--- config.mk ---
export PLATFORM = sky130hd
export DESIGN_NAME = wind_step_monitor_flat
export DESIGN_NICKNAME = d
export VERILOG_FILES = /design/src/rtl/wind_step_monitor_pkg.sv /design/src/rtl/wind_step_monitor_if.sv /design/src/rtl/wind_event_fifo.sv /design/src/rtl/wind_step_monitor.sv /design/src/flat_wrapper.sv
export SDC_FILE = /design/constraint.sdc
export NUM_CORES = 1
export LEC_CHECK = 0
export ABC_AREA = 1
export BUFFER_PORTS_ARGS = -buffer_cell sky130_fd_sc_hd__buf_2
export CORE_MARGIN = 2
export CORE_UTILIZATION = 40
export DETAILED_ROUTE_END_ITERATION = 7
export PLACE_DENSITY = 0.67
export SYNTH_ARGS = -nofsm -noshare
export SYNTH_HDL_FRONTEND = slang
export SYNTH_SLANG_ARGS = --single-unit
--- constraint.sdc ---
create_clock -name clk -period 15.9 [get_ports clk]
set_clock_uncertainty 0.1 [all_clocks]
set_input_delay 3.18 -clock clk [delete_from_list [all_inputs] [get_ports clk]]
set_output_delay 3.18 -clock clk [all_outputs]
set_load 0.03 [all_outputs]
--- src/rtl/wind_step_monitor_pkg.sv ---
// Shared widths, FSM encodings and the event record layout for the wind step monitor.
// Signed-zero-aware equality lives here so every consumer compares wind words the same way.
package wind_step_monitor_pkg;

   localparam int SINGLE     = 32;
   localparam int WIDTH_TIME = 32;
   localparam int WIND_EV_W  = WIDTH_TIME + 2*SINGLE;

   localparam logic [1:0] ST_INIT    = 2'd0;
   localparam logic [1:0] ST_TRACK   = 2'd1;
   localparam logic [1:0] ST_QUALIFY = 2'd2;

   typedef struct packed {
      logic [WIDTH_TIME-1:0] evTime;
      logic [SINGLE-1:0]     evOld;
      logic [SINGLE-1:0]     evNew;
   } windEvent_t;

   // +0.0 and -0.0 differ only in the sign bit and must compare equal
   function automatic logic windEq(input logic [SINGLE-1:0] a, input logic [SINGLE-1:0] b);
      return (a == b) || ((a[SINGLE-2:0] == '0) && (b[SINGLE-2:0] == '0));
   endfunction

endpackage

--- src/rtl/wind_step_monitor_if.sv ---
// Event hand-off bus from the step monitor to the downstream logger.
interface wind_step_monitor_if;
   import wind_step_monitor_pkg::*;

   logic                  ev_valid;
   logic                  ev_ready;
   logic [WIDTH_TIME-1:0] ev_time;
   logic [SINGLE-1:0]     ev_old;
   logic [SINGLE-1:0]     ev_new;

   modport master (output ev_valid, output ev_time, output ev_old, output ev_new, input ev_ready);
   modport slave  (input ev_valid, input ev_time, input ev_old, input ev_new, output ev_ready);
endinterface

--- src/rtl/wind_event_fifo.sv ---
// Synchronous first-word-fall-through FIFO; occupancy counter gives full/empty.
// Storage is cleared on reset so the head word reads as zero until the first push.
module wind_event_fifo #(
   parameter int WIDTH = 96,
   parameter int DEPTH = 4
) (
   input  logic             clk,
   input  logic             rst,
   input  logic             push,
   input  logic [WIDTH-1:0] din,
   input  logic             pop,
   output logic [WIDTH-1:0] dout,
   output logic             empty,
   output logic             full
);

   localparam int AW = $clog2(DEPTH);

   logic [WIDTH-1:0] mem_q [DEPTH];
   logic [AW-1:0]    wrPtr_q;
   logic [AW-1:0]    rdPtr_q;
   logic [AW:0]      count_q;
   logic             doPush;
   logic             doPop;

   assign empty  = (count_q == '0);
   assign full   = (count_q == (AW+1)'(DEPTH));
   assign doPop  = pop && !empty;
   // A pop in the same cycle frees the slot, so a push onto a full FIFO still lands
   assign doPush = push && (!full || doPop);
   assign dout   = mem_q[rdPtr_q];

   always_ff @(posedge clk) begin
      if (rst) begin
         wrPtr_q <= '0;
         rdPtr_q <= '0;
         count_q <= '0;
         for (int i = 0; i < DEPTH; i++) begin
            mem_q[i] <= '0;
         end
      end else begin
         if (doPush) begin
            mem_q[wrPtr_q] <= din;
            wrPtr_q        <= wrPtr_q + 1'b1;
         end
         if (doPop) begin
            rdPtr_q <= rdPtr_q + 1'b1;
         end
         case ({doPush, doPop})
            2'b10:   count_q <= count_q + 1'b1;
            2'b01:   count_q <= count_q - 1'b1;
            default: count_q <= count_q;
         endcase
      end
   end

endmodule

--- src/rtl/wind_step_monitor.sv ---
// Qualifies wind-speed step changes over STABLE_CYC identical samples and queues
// timestamped {time, old, new} records for a downstream logger.
module wind_step_monitor
   import wind_step_monitor_pkg::*;
#(
   parameter int STABLE_CYC = 4,
   parameter int DEPTH      = 4
) (
   input  logic                    clk,
   input  logic                    rst,
   input  logic [WIDTH_TIME-1:0]   sim_time,
   input  logic [SINGLE-1:0]       VWind,
   wind_step_monitor_if.master     ev,
   output logic [SINGLE-1:0]       cur_wind,
   output logic                    overflow,
   output logic [15:0]             ev_count
);

   localparam logic [7:0] STABLE_LIM = 8'(STABLE_CYC);

   logic [1:0]        state_q,    state_d;
   logic [SINGLE-1:0] refWind_q,  refWind_d;
   logic [SINGLE-1:0] candWind_q, candWind_d;
   logic [7:0]        stableCnt_q, stableCnt_d;
   logic [15:0]       evCount_q,  evCount_d;
   logic              overflow_q, overflow_d;

   logic              accept;
   logic [SINGLE-1:0] acceptNew;
   logic              fifoEmpty;
   logic              fifoFull;
   windEvent_t        fifoDin;
   windEvent_t        fifoDout;

   // Step qualification: a candidate must repeat until the count reaches STABLE_CYC,
   // and a return to the reference value cancels it as a glitch
   always_comb begin
      state_d     = state_q;
      refWind_d   = refWind_q;
      candWind_d  = candWind_q;
      stableCnt_d = stableCnt_q;
      accept      = 1'b0;
      acceptNew   = candWind_q;
      case (state_q)
         ST_INIT: begin
            refWind_d = VWind;
            state_d   = ST_TRACK;
         end
         ST_TRACK: begin
            if (!windEq(VWind, refWind_q)) begin
               if (STABLE_CYC == 1) begin
                  accept    = 1'b1;
                  acceptNew = VWind;
               end else begin
                  candWind_d  = VWind;
                  stableCnt_d = 8'd1;
                  state_d     = ST_QUALIFY;
               end
            end
         end
         ST_QUALIFY: begin
            if (windEq(VWind, candWind_q)) begin
               if (stableCnt_q + 8'd1 == STABLE_LIM) begin
                  accept  = 1'b1;
                  state_d = ST_TRACK;
               end else begin
                  stableCnt_d = stableCnt_q + 8'd1;
               end
            end else if (windEq(VWind, refWind_q)) begin
               state_d = ST_TRACK;
            end else begin
               candWind_d  = VWind;
               stableCnt_d = 8'd1;
            end
         end
         default: state_d = ST_INIT;
      endcase
      if (accept) begin
         refWind_d = acceptNew;
      end
   end

   // Dropped events still count; overflow only when no same-cycle pop makes room
   always_comb begin
      evCount_d  = evCount_q + {15'd0, accept};
      overflow_d = overflow_q | (accept & fifoFull & ~ev.ev_ready);
   end

   always_ff @(posedge clk) begin
      if (rst) begin
         state_q     <= ST_INIT;
         refWind_q   <= '0;
         candWind_q  <= '0;
         stableCnt_q <= '0;
         evCount_q   <= '0;
         overflow_q  <= 1'b0;
      end else begin
         state_q     <= state_d;
         refWind_q   <= refWind_d;
         candWind_q  <= candWind_d;
         stableCnt_q <= stableCnt_d;
         evCount_q   <= evCount_d;
         overflow_q  <= overflow_d;
      end
   end

   assign fifoDin.evTime = sim_time;
   assign fifoDin.evOld  = refWind_q;
   assign fifoDin.evNew  = acceptNew;

   wind_event_fifo #(
      .WIDTH (WIND_EV_W),
      .DEPTH (DEPTH)
   ) u_fifo (
      .clk   (clk),
      .rst   (rst),
      .push  (accept),
      .din   (fifoDin),
      .pop   (ev.ev_ready),
      .dout  (fifoDout),
      .empty (fifoEmpty),
      .full  (fifoFull)
   );

   assign ev.ev_valid = ~fifoEmpty;
   assign ev.ev_time  = fifoDout.evTime;
   assign ev.ev_old   = fifoDout.evOld;
   assign ev.ev_new   = fifoDout.evNew;
   assign cur_wind    = refWind_q;
   assign overflow    = overflow_q;
   assign ev_count    = evCount_q;

endmodule

--- src/flat_wrapper.sv ---
// flat-port wrapper written by rule: the top's interface ports become plain ports
module wind_step_monitor_flat import wind_step_monitor_pkg::*;
#(
   parameter int STABLE_CYC = 4,
   parameter int DEPTH      = 4
)
  (clk, rst, sim_time, VWind, cur_wind, overflow, ev_count, ev_ev_valid, ev_ev_time, ev_ev_old, ev_ev_new, ev_ev_ready);
  wind_step_monitor_if ev_i ();
  input  logic clk;
  input  logic rst;
  input  logic [WIDTH_TIME-1:0] sim_time;
  input  logic [SINGLE-1:0] VWind;
  output logic [SINGLE-1:0] cur_wind;
  output logic overflow;
  output logic [15:0] ev_count;
  output wire logic [$bits(ev_i.ev_valid)-1:0] ev_ev_valid;
  output wire logic [$bits(ev_i.ev_time)-1:0] ev_ev_time;
  output wire logic [$bits(ev_i.ev_old)-1:0] ev_ev_old;
  output wire logic [$bits(ev_i.ev_new)-1:0] ev_ev_new;
  input wire logic [$bits(ev_i.ev_ready)-1:0] ev_ev_ready;
  assign ev_ev_valid = ev_i.ev_valid;
  assign ev_ev_time = ev_i.ev_time;
  assign ev_ev_old = ev_i.ev_old;
  assign ev_ev_new = ev_i.ev_new;
  assign ev_i.ev_ready = ev_ev_ready;
  wind_step_monitor #(.STABLE_CYC(STABLE_CYC), .DEPTH(DEPTH)) u_core (.clk(clk), .rst(rst), .sim_time(sim_time), .VWind(VWind), .ev(ev_i), .cur_wind(cur_wind), .overflow(overflow), .ev_count(ev_count));
endmodule
==> results by group, run 1 <==
Timing
  – Slew Limit Fails: 0
  – Max Clk Rate: 144 MHz
  – Setup TNS: 0 ns
  – Setup WS post-layout: 8.95 ns
  – Min cycle time layout: 6.95 ns
  – Final setup vio count: 0
  – Rel. slew slack: 0.205
  – Worst-Margin Slew: 1.19 ns
  – Fin crit share: 0.437
  – RSZ-0062 raised after global routing: no
  – Hold Vio Cnt, Final: 0

Cells and area
  – Post-Layout Cell Count: 3,055
  – Commonest cells after routing, fill and taps aside: nor2_1 (432), edfxtp_1 (384), o21ai_0 (241), buf_2 (212), nand2_1 (184)
  – Area Overhead vs Synth: 14.5%
  – Most common cell after layout, fill and taps aside: nor2_1
  – NumNets Final: 2,385
  – Share of layout cells above drive strength 1: 0.197

Status
  – Status: completed

Synthesis
  – Simple-Gate Fraction of Synth Area: 0.201
  – Synth warn: 0
  – Cells after Synth: 2,170
  – Synth area leader: edfxtp_1
  – Post-Syn Area: 22,000 um^2
  – Synthesized Nets: 2,245
  – Number of synthesized register bits: 484
  – Xor/xnor cell area share of the yosys netlist: 0.0187
  – Post-Synth Adder-Cell Area: 0.00489
  – Post-synthesis compound-gate area fraction: 0.104
  – Largest family of logic cells by synthesized area: simple AND/OR/NAND/NOR gates
  – Mux cell area share after synthesis: 0
  – Post-Syn Area per Cell: 10.1 um^2
  – Top cells by area, synth: edfxtp_1 (52%), dfxtp_1 (9.1%), nor2_1 (7.4%)
  – Distinct cells, synth: 34
  – Post-synthesis sequential area ratio: 0.615
  – Area share of the largest cell type after synthesis: 0.524

Die
  – Die area: 56,900 um^2
  – FP Rows: 85
  – Top-level I/O count: 213
  – Die extent in x: 239 um
  – Effective utilization at floorplan: 0.406
  – Core area: 54,100 um^2
  – Die Span Y: 239 um

Pwr
  – Max VDD drop: 104 uV
  – Lkg Pwr: 8.91 nW
  – PD cells: 135 nW/um^2
  – Final Power: 0.00341 W

Worst setup path
  – Worst Setup Start Kind: flip-flop
  – Req. time, crit path: 12.62 ns
  – Max FO, Critical Path: 110
  – Worst Path Arrival: 3.67 ns
  – Reg2Reg Setup Slack: 11.51 ns
  – Worst Setup End Kind: output pin
  – CP Class: flip-flop to output pin

Placed design
  – Gp weighted congestion: 0.888
  – Inst Count DP: 2,951
  – Buffers on Ports: 212
  – Worst setup slack after placement: 8.53 ns
  – Hpwl dp: 37,600 um

CTS
  – Inserted Clock Buffers: 53
  – Max Root-Sink Buffers: 3
  – Clock Tree Root: clkbuf_16
  – Clock transition at the registers of the reported paths: 0.06 ns
  – CTS tree: done
  – Clk sinks: 484
  – CTS resizes: 0
  – H-tree levels: 2
  – Clk_lat worst skew: 0.60 ns
  – Post-CTS setup repair buffer count: 0
  – Hold_buf cts: 0

Routing
  – DR pass1 iterations: 7
  – Vias per cell: 5.51
  – DRC: 0
  – Routed via count: 16,800
  – DR WL/cell: 20.6 um
  – DRT antenna net count: 0
  – Initial DRC count: 1,478
  – Final wirelength: 63,000 um

Global route
  – GRT Resource Usage Total: 0.220
  – Initial antenna violation count: 6
  – Global route overflow: 0
  – Largest net degree at the start of global routing: 139
  – Vias in the first global route: 16,500
  – Global-route wire length before repair: 96,500 um

Job
  – Max-cap violation count: 0

Hold path
  – Hold Crit Class: flip-flop to flip-flop
[synth_stat cells (all sizes together)]
cell type and instances:
o21ai 243, inv 139, nand3b 2, buf 37
a21oi 85, nand4 20, nand3 32, fa 1
a31oi 2, edfxtp 384, nor2 453, o22ai 96
clkinv 1, and3 3, ha 7, nor4 2
nand2 188, o21a 3, xnor2 37, or2 10
dfxtp 100, xor2 10, nor3b 2, clkbuf 110
nor3 203
[critical path: stages, from the launching register on]
cell     delay [ns]
dfxtp_4        0.53
inv_6          0.53
buf_4          0.99
o21ai_0        0.18
o22ai_1        0.47
buf_2          0.30
[report_power, final]
part	switching (W)	leakage [nW]	total, W	internal, W
combinational	0.000462	3.59	0.000615	0.000153
clock	0.000498	0.855	0.00123	0.000732
sequential	0.0000826	4.47	0.00156	0.00148
[worst paths after layout]
path,end,depth (start not counted),from
hold / removal,flip-flop,2,u_core.u_fifo.rdPtr_q[1]
setup / recovery,ev_ev_new[24],5,flip-flop
setup reg to reg,u_core.u_fifo.mem_q[0][18],12,u_core.acceptNew[2]
hold reg to reg,flip-flop,2,u_core.u_fifo.rdPtr_q[1]
[registers in the layout, indices dropped and copies added, names as in the netlist, named ones only]
name,flops
u_core.acceptNew,32
u_core.overflow,1
u_core.u_fifo.count_q,3
u_core.state_q,2
u_core.u_fifo.wrPtr_q,2
u_core.u_fifo.mem_q,384
u_core.cur_wind,32
u_core.u_fifo.rdPtr_q,2
u_core.ev_count,16
u_core.stableCnt_q,8
[metal layers]
metal  part of all wire  vias to the layer above  track usage  routed length (um)
met2               0.47                      663        0.353               29300
met3              0.087                      114       0.0554                5480
met1               0.41                     8241        0.290               26000
met5            0.00046                        -            0                  29
li1                   -                     7812            -                   -
met4              0.033                        4       0.0782                2100
[cell families after synthesis]
group,count (synthesis)
AND/OR/NAND/NOR,915
flip-flops,484
AO/OA/AOI/OAI,429
buffers and inverters,287
XOR/XNOR,47
adder cells (fa/ha/maj),8
[stage by stage]
step / util / area (um^2) / hold slack [ns]
2_1_floorplan: - / 22000 / 0.336
4_1_cts: 0.465 / 25200 / 0.373
3_3_place_gp: 0.433 / 23400 / 0.336
3_5_place_dp: 0.433 / 23400 / 0.356
5_1_grt: 0.465 / 25200 / 0.394
6_report: 0.465 / 25200 / 0.367
[cell type report]
cell class | count | area, um^2
flip-flops and latches | 484 | 13500
multi-input cells | 1399 | 7280
diodes | 5 | 12.5
repair buffers | 232 | 1210
clock inverters | 18 | 191
fillers | 4978 | 28900
inverters | 140 | 534
clock buffers | 81 | 1540
well taps | 696 | 871
Note: power is estimated with default switching activity, not from simulation.
==> run 2, diff against run 1 <==
--- a/config.mk
+++ b/config.mk
@@ -10,7 +10,7 @@
 export CORE_MARGIN = 2
 export CORE_UTILIZATION = 40
 export DETAILED_ROUTE_END_ITERATION = 7
-export PLACE_DENSITY = 0.67
+export PLACE_DENSITY = 0.69
 export SYNTH_ARGS = -nofsm -noshare
 export SYNTH_HDL_FRONTEND = slang
 export SYNTH_SLANG_ARGS = --single-unit
==> constraint.sdc (replaced) <==
create_clock -name clk -period 5.73 [get_ports clk]
set_clock_uncertainty 0.1 [all_clocks]
set_input_delay 1.146 -clock clk [delete_from_list [all_inputs] [get_ports clk]]
set_output_delay 1.146 -clock clk [all_outputs]
set_load 0.03 [all_outputs]
==> results by group, run 2 (same netlist as run 1, synthesis figures left out) <==
CTS
  – Post-CTS setup repair buffer count: 0 (unchanged)
  – Clk sinks: 484 (unchanged)
  – CTS tree: done (unchanged)
  – H-tree levels: 2 (unchanged)
  – Clock transition at the registers of the reported paths: 0.06 ns (about the same)
  – Hold_buf cts: 0 (unchanged)
  – Clk_lat worst skew: 0.59 ns (was 0.60 ns)
  – CTS resizes: 0 (unchanged)
  – Clock Tree Root: clkbuf_16 (unchanged)
  – Max Root-Sink Buffers: 3 (unchanged)
  – Inserted Clock Buffers: 51 (was 53)

Pwr
  – Final Power: 0.00936 W (was 0.00341 W)
  – PD cells: 371 nW/um^2 (was 135 nW/um^2)
  – Pint: 0.00649 W (was 0.00237 W)
  – Sw Ratio: 0.307 (was 0.306)
  – Comb pwr share: 0.185 (was 0.180)
  – Seq pwr share: 0.463 (was 0.459)
  – Clock group share of total power: 0.353 (was 0.361)
  – Switching power: 0.00287 W (was 0.00104 W)
  – Max VDD drop: 266 uV (was 104 uV)
  – Lkg Pwr: 8.92 nW (was 8.91 nW)

Die
  – Die extent in x: 239 um (unchanged)
  – FP Rows: 85 (unchanged)
  – Core area: 54,100 um^2 (unchanged)
  – Top-level I/O count: 213 (unchanged)
  – Die Span Y: 239 um (unchanged)
  – Effective utilization at floorplan: 0.406 (unchanged)
  – Die area: 56,900 um^2 (unchanged)

Worst setup path
  – Max incr delay on CP: 0.65 ns (was 0.99 ns)
  – Reg2Reg Setup Slack: 2.00 ns (was 11.51 ns)
  – Max FO, Critical Path: 64 (was 110)
  – Slowest stage cell, crit path: buf_4 (unchanged)
  – Worst path cell trace: inv_2 > buf_4 > o21ai_0 > o22ai_1 > buf_2 (was inv_6 > buf_4 > o21ai_0 > o22ai_1 > buf_2)
  – Crit path capture: ev_ev_new[24] (unchanged)
  – Worst Setup Start Kind: flip-flop (unchanged)
  – Worst r2r dst: u_core.ev_count[14] (was u_core.u_fifo.mem_q[0][18])
  – Worst Path Arrival: 3.04 ns (was 3.67 ns)
  – Worst Setup End Kind: output pin (unchanged)
  – Worst R2R Start: u_core.stableCnt_q[0] (was u_core.acceptNew[2])
  – Reg2Reg Depth: 20 (was 12)
  – CP Class: flip-flop to output pin (unchanged)
  – Req. time, crit path: 4.48 ns (was 12.62 ns)

Global route
  – Initial antenna violation count: 2 (was 6)
  – Vias in the first global route: 16,400 (was 16,500)
  – Largest net degree at the start of global routing: 193 (was 139)
  – Global-route wire length before repair: 95,100 um (was 96,500 um)
  – GRT Resource Usage Total: 0.217 (was 0.220)
  – Global route overflow: 0 (unchanged)

Cells and area
  – Largest register FFs: 384 (unchanged)
  – Most common cell after layout, fill and taps aside: nor2_1 (unchanged)
  – NumNets Final: 2,391 (was 2,385)
  – Share of layout cells above drive strength 1: 0.196 (was 0.197)
  – Area Overhead vs Synth: 14.7% (was 14.5%)
  – Largest Register: u_core.u_fifo.mem_q (unchanged)
  – # fillers: 5,010 (was 4,978)
  – Commonest cells after routing, fill and taps aside: nor2_1 (432), edfxtp_1 (384), o21ai_0 (241), buf_2 (212), nand2_1 (184) (unchanged)

Routing
  – Routed via count: 16,700 (was 16,800)
  – Final wirelength: 62,100 um (was 63,000 um)
  – DRT antenna net count: 0 (unchanged)
  – Vias per cell: 5.48 (was 5.51)
  – Initial DRC count: 1,305 (was 1,478)
  – DR pass1 iterations: 5 (was 7)
  – DR WL/cell: 20.3 um (was 20.6 um)
  – DRC: 0 (unchanged)

Timing
  – RSZ-0062 raised after global routing: no (unchanged)
  – Worst-Margin Slew: 1.18 ns (was 1.19 ns)
  – Hold Vio Cnt, Final: 0 (unchanged)
  – Final setup vio count: 0 (unchanged)
  – Setup TNS: 0 ns (unchanged)
  – Fin crit share: 0.748
  – Setup WS post-layout: 1.44 ns (was 8.95 ns)
  – Min cycle time layout: 4.29 ns
  – Slew Limit Fails: 0 (unchanged)
  – Max Clk Rate: 233 MHz
  – Rel. slew slack: 0.215 (was 0.205)

Placed design
  – Gp weighted congestion: 0.892 (was 0.888)
  – Hpwl dp: 37,300 um (was 37,600 um)
  – Buffers on Ports: 212 (unchanged)
  – Worst setup slack after placement: 1.14 ns (was 8.53 ns)

Job
  – Max-cap violation count: 0 (unchanged)

Hold path
  – Hold Crit Class: flip-flop to flip-flop (unchanged)

Status
  – Status: completed (unchanged)
## run 2: layer usage
layer / vias to the layer above / track usage / routed length [um]
li1: 7807 / - / -
met1: 8136 / 0.289 / 25900
met2: 679 / 0.350 / 29100
met3: 109 / 0.0532 / 5450
met4: 0 / 0.0663 / 1580
met5: - / 0 / 0
## run 2: final cells by class
| type | count | area, um^2 | share of cell area |
|---|---|---|---|
| well taps | 696 | 871 | 0.0345 |
| clock inverters | 16 | 181 | 0.00719 |
| inverters | 140 | 534 | 0.0212 |
| repair buffers | 240 | 1350 | 0.0534 |
| diodes | 2 | 5.00 | 0.000198 |
| clock buffers | 77 | 1470 | 0.0581 |
| multi-input cells | 1399 | 7280 | 0.289 |
| flip-flops and latches | 484 | 13500 | 0.537 |
## run 2: critical path, delay by kind of cell, from the launching register on
family                 cells  cell delay (ns)
buffers and inverters      3             1.07
flip-flops                 1             0.58
AO/OA/AOI/OAI              2             0.74
## run 2: how the worst min path moves through the flow
stage | endpoint | cells after the start | slack, ns | from
2_1_floorplan | flip-flop | 2 | 0.34 | u_core.u_fifo.rdPtr_q[1]
3_3_place_gp | flip-flop | 2 | 0.34 | u_core.u_fifo.rdPtr_q[1]
3_5_place_dp | flip-flop | 2 | 0.35 | u_core.u_fifo.rdPtr_q[1]
4_1_cts | flip-flop | 2 | 0.37 | u_core.u_fifo.rdPtr_q[1]
5_1_grt | flip-flop | 2 | 0.39 | u_core.u_fifo.rdPtr_q[1]
6_report | flip-flop | 2 | 0.38 | u_core.u_fifo.rdPtr_q[1]
## run 2: stage by stage
| step | instances | instance area [um^2] | util | hold WS (ns) |
|---|---|---|---|---|
| after detailed placement | 2959 | 23600 | 0.435 | 0.352 |
| after global placement | 2959 | 23600 | 0.435 | 0.340 |
| final | 3054 | 25200 | 0.466 | 0.377 |
| after floorplan | 2170 | 22000 | - | 0.336 |
| after global routing | 3052 | 25200 | 0.466 | 0.390 |
| after CTS | 3052 | 25200 | 0.466 | 0.369 |
## run 2: power by group through the flow
| stage | clock network (W) | logic [W] | registers, W |
|---|---|---|---|
| finish | 0.00330 | 0.00173 | 0.00433 |
| floorplan | 0 | 0.00103 | 0.00446 |
| global placement | 0 | 0.00169 | 0.00439 |
| global route | 0.00349 | 0.00189 | 0.00436 |
| CTS | 0.00335 | 0.00172 | 0.00433 |
| detailed placement | 0 | 0.00171 | 0.00440 |
